**config.mk**
```make
export PLATFORM = sky130hd
export DESIGN_NAME = arb_mux_flat
export DESIGN_NICKNAME = d
export VERILOG_FILES = /design/src/rtl/arb_mux_if.sv /design/src/rtl/arb_mux.sv /design/src/flat_wrapper.sv
export SDC_FILE = /design/constraint.sdc
export NUM_CORES = 1
export LEC_CHECK = 0
export CAP_MARGIN = 20
export CORE_UTILIZATION = 30
export DETAILED_ROUTE_END_ITERATION = 10
export GPL_ROUTABILITY_DRIVEN = 0
export PLACE_DENSITY = 0.76
export SETUP_SLACK_MARGIN = 0.3
export SLEW_MARGIN = 20
export SYNTH_ARGS = -nofsm -noshare
export SYNTH_HDL_FRONTEND = slang
export SYNTH_SLANG_ARGS = --single-unit
```
**constraint.sdc**
```tcl
create_clock -name clk -period 5.4 [get_ports clk]
set_clock_uncertainty 0.15 [all_clocks]
set_input_delay 1.08 -clock clk [delete_from_list [all_inputs] [get_ports clk]]
set_output_delay 1.08 -clock clk [all_outputs]
set_load 0.005 [all_outputs]
```
**src/rtl/arb_mux_if.sv**
```systemverilog
// Handshake bundle between NCH producers, the arb_mux output stage and its consumer.
// The slave modport is the mux's view; master is the view of whoever drives it.
interface arb_mux_if #(
    parameter int WIDTH = 32,
    parameter int NCH   = 4
);
    localparam int SELW = $clog2(NCH);

    logic [1:0]           mode;
    logic [SELW-1:0]      sel;
    logic [NCH*WIDTH-1:0] in_data;
    logic [NCH-1:0]       in_valid;
    logic [NCH-1:0]       in_ready;
    logic [WIDTH-1:0]     out_data;
    logic [SELW-1:0]      out_ch;
    logic                 out_valid;
    logic                 out_ready;

    modport slave (
        input  mode, sel, in_data, in_valid, out_ready,
        output in_ready, out_data, out_ch, out_valid
    );

    modport master (
        output mode, sel, in_data, in_valid, out_ready,
        input  in_ready, out_data, out_ch, out_valid
    );
endinterface

```
**src/rtl/arb_mux.sv**
```systemverilog
// Registered NCH:1 word selector: fixed-priority, round-robin or external-select arbitration.
// Latency: a word granted at edge k is on out_data/out_valid right after edge k.
// Backpressure: in_ready is held low while out_valid=1 and out_ready=0; output word stays stable.
module arb_mux #(
    parameter int WIDTH = 32,
    parameter int NCH   = 4
) (
    input  logic       clk,
    input  logic       reset,
    arb_mux_if.slave   bus
);
    localparam int SELW = $clog2(NCH);

    typedef enum logic [1:0] {
        MODE_PRIO = 2'b00,
        MODE_RR   = 2'b01,
        MODE_EXT  = 2'b10,
        MODE_RSVD = 2'b11
    } mode_e;

    logic [SELW-1:0]  ptr;
    logic [SELW-1:0]  win;
    logic             win_vld;
    logic [SELW-1:0]  rr_idx;
    logic             can_accept;
    logic             grant;
    logic [WIDTH-1:0] win_dat;
    logic [NCH-1:0]   ready_vec;

    // Winner selection; no state other than ptr feeds it.
    always_comb begin
        win     = '0;
        win_vld = 1'b0;
        rr_idx  = '0;
        unique case (mode_e'(bus.mode))
            MODE_RR: begin
                // NCH is a power of two, so SELW-bit addition wraps modulo NCH;
                // k=NCH lands back on ptr itself, last in the search order.
                for (int k = 1; k <= NCH; k++) begin
                    rr_idx = ptr + SELW'(k);
                    if (!win_vld && bus.in_valid[rr_idx]) begin
                        win     = rr_idx;
                        win_vld = 1'b1;
                    end
                end
            end
            MODE_EXT: begin
                win     = bus.sel;
                win_vld = bus.in_valid[bus.sel];
            end
            MODE_PRIO, MODE_RSVD: begin
                for (int j = NCH - 1; j >= 0; j--) begin
                    if (bus.in_valid[j]) begin
                        win     = SELW'(j);
                        win_vld = 1'b1;
                    end
                end
            end
            default: begin
                win     = '0;
                win_vld = 1'b0;
            end
        endcase
    end

    assign can_accept = !bus.out_valid || bus.out_ready;
    assign grant      = win_vld && can_accept && !reset;

    always_comb begin
        ready_vec      = '0;
        ready_vec[win] = grant;
    end
    assign bus.in_ready = ready_vec;

    always_comb begin
        win_dat = '0;
        for (int j = 0; j < NCH; j++) begin
            if (win == SELW'(j)) begin
                win_dat = bus.in_data[j*WIDTH +: WIDTH];
            end
        end
    end

    // ptr starts at NCH-1 so the first round-robin search begins at channel 0.
    always_ff @(posedge clk or posedge reset) begin
        if (reset) begin
            bus.out_valid <= 1'b0;
            bus.out_data  <= '0;
            bus.out_ch    <= '0;
            ptr           <= SELW'(NCH - 1);
        end else if (grant) begin
            bus.out_valid <= 1'b1;
            bus.out_data  <= win_dat;
            bus.out_ch    <= win;
            ptr           <= win;
        end else if (bus.out_ready) begin
            bus.out_valid <= 1'b0;
        end
    end

    a_ready_onehot: assert property (@(posedge clk) disable iff (reset)
        $onehot0(bus.in_ready));

    a_stall_stable: assert property (@(posedge clk) disable iff (reset)
        (bus.out_valid && !bus.out_ready) |=>
            (bus.out_valid && $stable(bus.out_data) && $stable(bus.out_ch)));

    a_stall_no_ready: assert property (@(posedge clk) disable iff (reset)
        (bus.out_valid && !bus.out_ready) |-> (bus.in_ready == '0));
endmodule

```
**src/flat_wrapper.sv**
```systemverilog
// flat-port wrapper written by rule: the top's interface ports become plain ports
module arb_mux_flat 
#(
    parameter int WIDTH = 32,
    parameter int NCH   = 4
)
  (clk, reset, bus_mode, bus_sel, bus_in_data, bus_in_valid, bus_out_ready, bus_in_ready, bus_out_data, bus_out_ch, bus_out_valid);
  arb_mux_if #(.WIDTH(WIDTH), .NCH(NCH)) bus_i ();
  input  logic clk;
  input  logic reset;
  input wire logic [$bits(bus_i.mode)-1:0] bus_mode;
  input wire logic [$bits(bus_i.sel)-1:0] bus_sel;
  input wire logic [$bits(bus_i.in_data)-1:0] bus_in_data;
  input wire logic [$bits(bus_i.in_valid)-1:0] bus_in_valid;
  input wire logic [$bits(bus_i.out_ready)-1:0] bus_out_ready;
  output wire logic [$bits(bus_i.in_ready)-1:0] bus_in_ready;
  output wire logic [$bits(bus_i.out_data)-1:0] bus_out_data;
  output wire logic [$bits(bus_i.out_ch)-1:0] bus_out_ch;
  output wire logic [$bits(bus_i.out_valid)-1:0] bus_out_valid;
  assign bus_i.mode = bus_mode;
  assign bus_i.sel = bus_sel;
  assign bus_i.in_data = bus_in_data;
  assign bus_i.in_valid = bus_in_valid;
  assign bus_i.out_ready = bus_out_ready;
  assign bus_in_ready = bus_i.in_ready;
  assign bus_out_data = bus_i.out_data;
  assign bus_out_ch = bus_i.out_ch;
  assign bus_out_valid = bus_i.out_valid;
  arb_mux #(.WIDTH(WIDTH), .NCH(NCH)) u_core (.clk(clk), .reset(reset), .bus(bus_i));
endmodule
```
==> impl_results.md <==
- #FFs+latches synth: 37
- Avg Inst Size Synth: 8.49 um^2
- Max Fanout on Critical Path: 28
- Antenna violations before repair: 0
- Clk sink count: 37
- Final setup viols: 0
- Final hold slack: 0.329 ns
- Launching element type of the critical path: input port
- Maximum level of the CTS H-tree: 2
- Most frequent CP cell: clkdlybuf4s50_1
- Critical path class: in2out
- Area enclosed by the die boundary: 0.00961 mm^2
- Sequential fraction of the synthesis area: 0.335
- Achievable frequency: 214 MHz
- Leading cell type in the layout, fill and taps excluded: clkdlybuf4s50_1
- Critical path data required time: 4.17 ns
- I/O pin cnt: 178
- Post-DP HPWL: 7130 um
- Crit-path slowest cell: clkdlybuf4s50_1
- # resized after CTS: 0
- Slack of the worst reg-to-reg path: 2.82 ns
- Max VDD drop: 0.111 mV
- Final core area utilization: 0.529
- Post-synth top area cell: dfrtp_1
- Layout area overhead: 68.4%
- Placed cell count: 581
- Int Power: 0.815 mW
- Number of nets in the synthesized netlist: 467
- Overall via count from detail_route: 3118
- Max-cap check violation count: 0
- Post-Route WL: 9620 um
- Height of the die: 98.1 um
- Outcome: complete, but fails checks
- Synthesized cell area: 0.00277 mm^2
- Arrival time of the worst setup path: 3.43 ns
- Mapped Cells: 326
- Clk slew on worst S/H paths: 0.07 ns
- Final Cycle Share: 0.864
- Drt pass-1 iters: 7
- Power density over the cells: 261 mW/mm^2
- Violations in the final reports: design-rule violations
- RSZ-0062 raised after global routing: no
- Latest clock arrival within the worst-skew pair: 0.28 ns
- Number of warnings issued by yosys: 0
- Largest net degree at the start of global routing: 73
- Post-detailed-route count of antenna-violating nets: 0
- Type of destination of the critical path: primary output
- Number of global-route vias before repair: 3157
- Initial standard-cell utilization of the core: 0.314
- Area of the core: 0.00881 mm^2
- Net count of the finished layout: 621
- Dominant register cell in the synthesized netlist: dfrtp_1
- Number of hold-slack violations in the final timing report: 0
- Max transition margin: 0.548
- Number of library cell types mapped by synthesis: 35
- Final routed wire length divided by cell count: 16.3 um
- Total track usage: 0.201
- Combinational fraction of design power: 0.498
- Setup TNS: 0 ns
- Leakage: 1.94 nW
- TritonCTS clock tree: built
- Part of the total power dissipated in sequential elements: 0.348
- Die X: 98.1 um
- Number of slew-limit violations in the final report: 0
- Part of the total power dissipated in the clock network: 0.154
- Proportion of synthesized flip-flops having asynchronous set or reset: 1.00
- N_diodes: 0
- Ordered cell list for the critical path: clkdlybuf4s50_1 -> a21boi_0 -> o32ai_1 -> nand3b_1 -> buf_4 -> and2_1 -> nor3_2 -> clkdlybuf4s50_1
- Commonest cells after routing, fill and taps aside: clkdlybuf4s50_1, and3_1, a211oi_1
- Root buffer cell: clkbuf_8
- Least-Margin Pin Slew: 0.678 ns
- Number of flops mapped to enable cells by yosys: 0
- Cell types with the largest area share after synthesis: dfrtp_1, a211oi_1, and3_1, o31ai_1, nand2_1
- Switching component of the power: 0.402 mW
- Net switching fraction of the power: 0.330
- Global-route wire length before repair: 15400 um
- Share of layout cells above drive strength 1: 0.0603
- CTS max path bufs: 2
- Min Tclk post-route: 4.66 ns
- Kind of path behind the tightest hold check: reg2reg
- Global-route congestion overflow total: 0
- Number of buffers added by the clock tree synthesis step: 5
- Max stage delay on crit path: 0.67 ns
- Count of routing violations after the opening detailed-route iteration: 125
- Vias per cell: 5.29
- CTS Hold Buffers Added: 0
- Post-route non-filler standard cell count: 589
- Buffers inserted by post-CTS timing repair: 0
- Yosys top cell area share: 0.316
- Std cell rows: 34
- DRC: 11
- Port Buffer Count: 177
-- layout make-up --
class | count | area [um^2]
Sequential cell | 37 | 928
Clock buffer | 8 | 80.1
Multi-Input combinational cell | 242 | 1640
Timing Repair Buffer | 187 | 1850
Tap cell | 108 | 135
Fill cell | 833 | 4150
Inverter | 7 | 26.3
-- power groups by stage --
stage / clock [mW] / sequential [mW] / combinational, mW
6_report: 0.187 / 0.423 / 0.606
5_1_grt: 0.207 / 0.437 / 0.662
4_1_cts: 0.195 / 0.425 / 0.612
2_1_floorplan: 0 / 0.423 / 0.274
3_5_place_dp: 0 / 0.430 / 0.610
3_3_place_gp: 0 / 0.424 / 0.600
-- registers in the layout, summed over array words and instances, names as in the netlist --
name,cells
u_core.bus.out_ch,2
u_core.bus.out_data,32
u_core.bus.out_valid,1
u_core.ptr,2
-- cell families (layout without fill, tap and decap cells) --
group	after synthesis	in the layout	share of synthesized area
compound gates	117	117	0.319
fa+ha+maj	2	2	0.00904
buf+inv	47	202	0.0796
flops	37	37	0.335
mux	3	3	0.0199
simple gates	120	120	0.237
-- per-stage QoR --
stage / power, mW / instance area, um^2 / worst slack, ns
2_1_floorplan: 0.697 / 2770 / 1.70
3_5_place_dp: 1.04 / 4580 / 0.765
5_1_grt: 1.31 / 4660 / 0.586
6_report: 1.22 / 4660 / 0.736
4_1_cts: 1.23 / 4660 / 0.743
3_3_place_gp: 1.02 / 4580 / 0.810
-- synthesized netlist by cell type (all sizes together), types with 4 or more instances --
master / n
a211oi: 64
and3: 64
nand2: 40
dfrtp: 35
o31ai: 32
buf: 21
clkbuf: 19
inv: 7
nor2b: 5
o21ai: 5
a21oi: 4
nor2: 4
nor3: 4
-- metal layers --
metal | wire (um) | global-route usage | up-vias
li1 | - | - | 1549
met5 | 0 | 0 | -
met4 | 122 | 0.0559 | 0
met1 | 4010 | 0.239 | 1445
met2 | 4760 | 0.352 | 114
met3 | 719 | 0.0573 | 10
-- path summary, 6_finish.rpt --
path | cells past startpoint | from | end
setup / recovery | 8 | bus_in_valid[1] | bus_in_ready[0]
min in group asynchronous | 3 | reset | u_core.bus.out_valid$_DFFE_PP0P_
max in group asynchronous | 3 | reset | u_core.ptr[0]$_DFFE_PP1P_
hold / removal | 2 | u_core.bus.out_data[26]$_DFFE_PP0P_ | u_core.bus.out_data[26]$_DFFE_PP0P_
setup reg to reg | 6 | u_core.ptr[0]$_DFFE_PP1P_ | u_core.ptr[1]$_DFFE_PP1P_
hold reg to reg | 2 | u_core.bus.out_data[26]$_DFFE_PP0P_ | u_core.bus.out_data[26]$_DFFE_PP0P_
-- worst max-delay path: cells and delay by family --
family                 cells  cell delay [ns]
AOI/OAI and AO/OA          2             0.47
buffers and inverters      3             1.41
and+or+nand+nor            3             0.46
(Power assumes the default switching activity.)
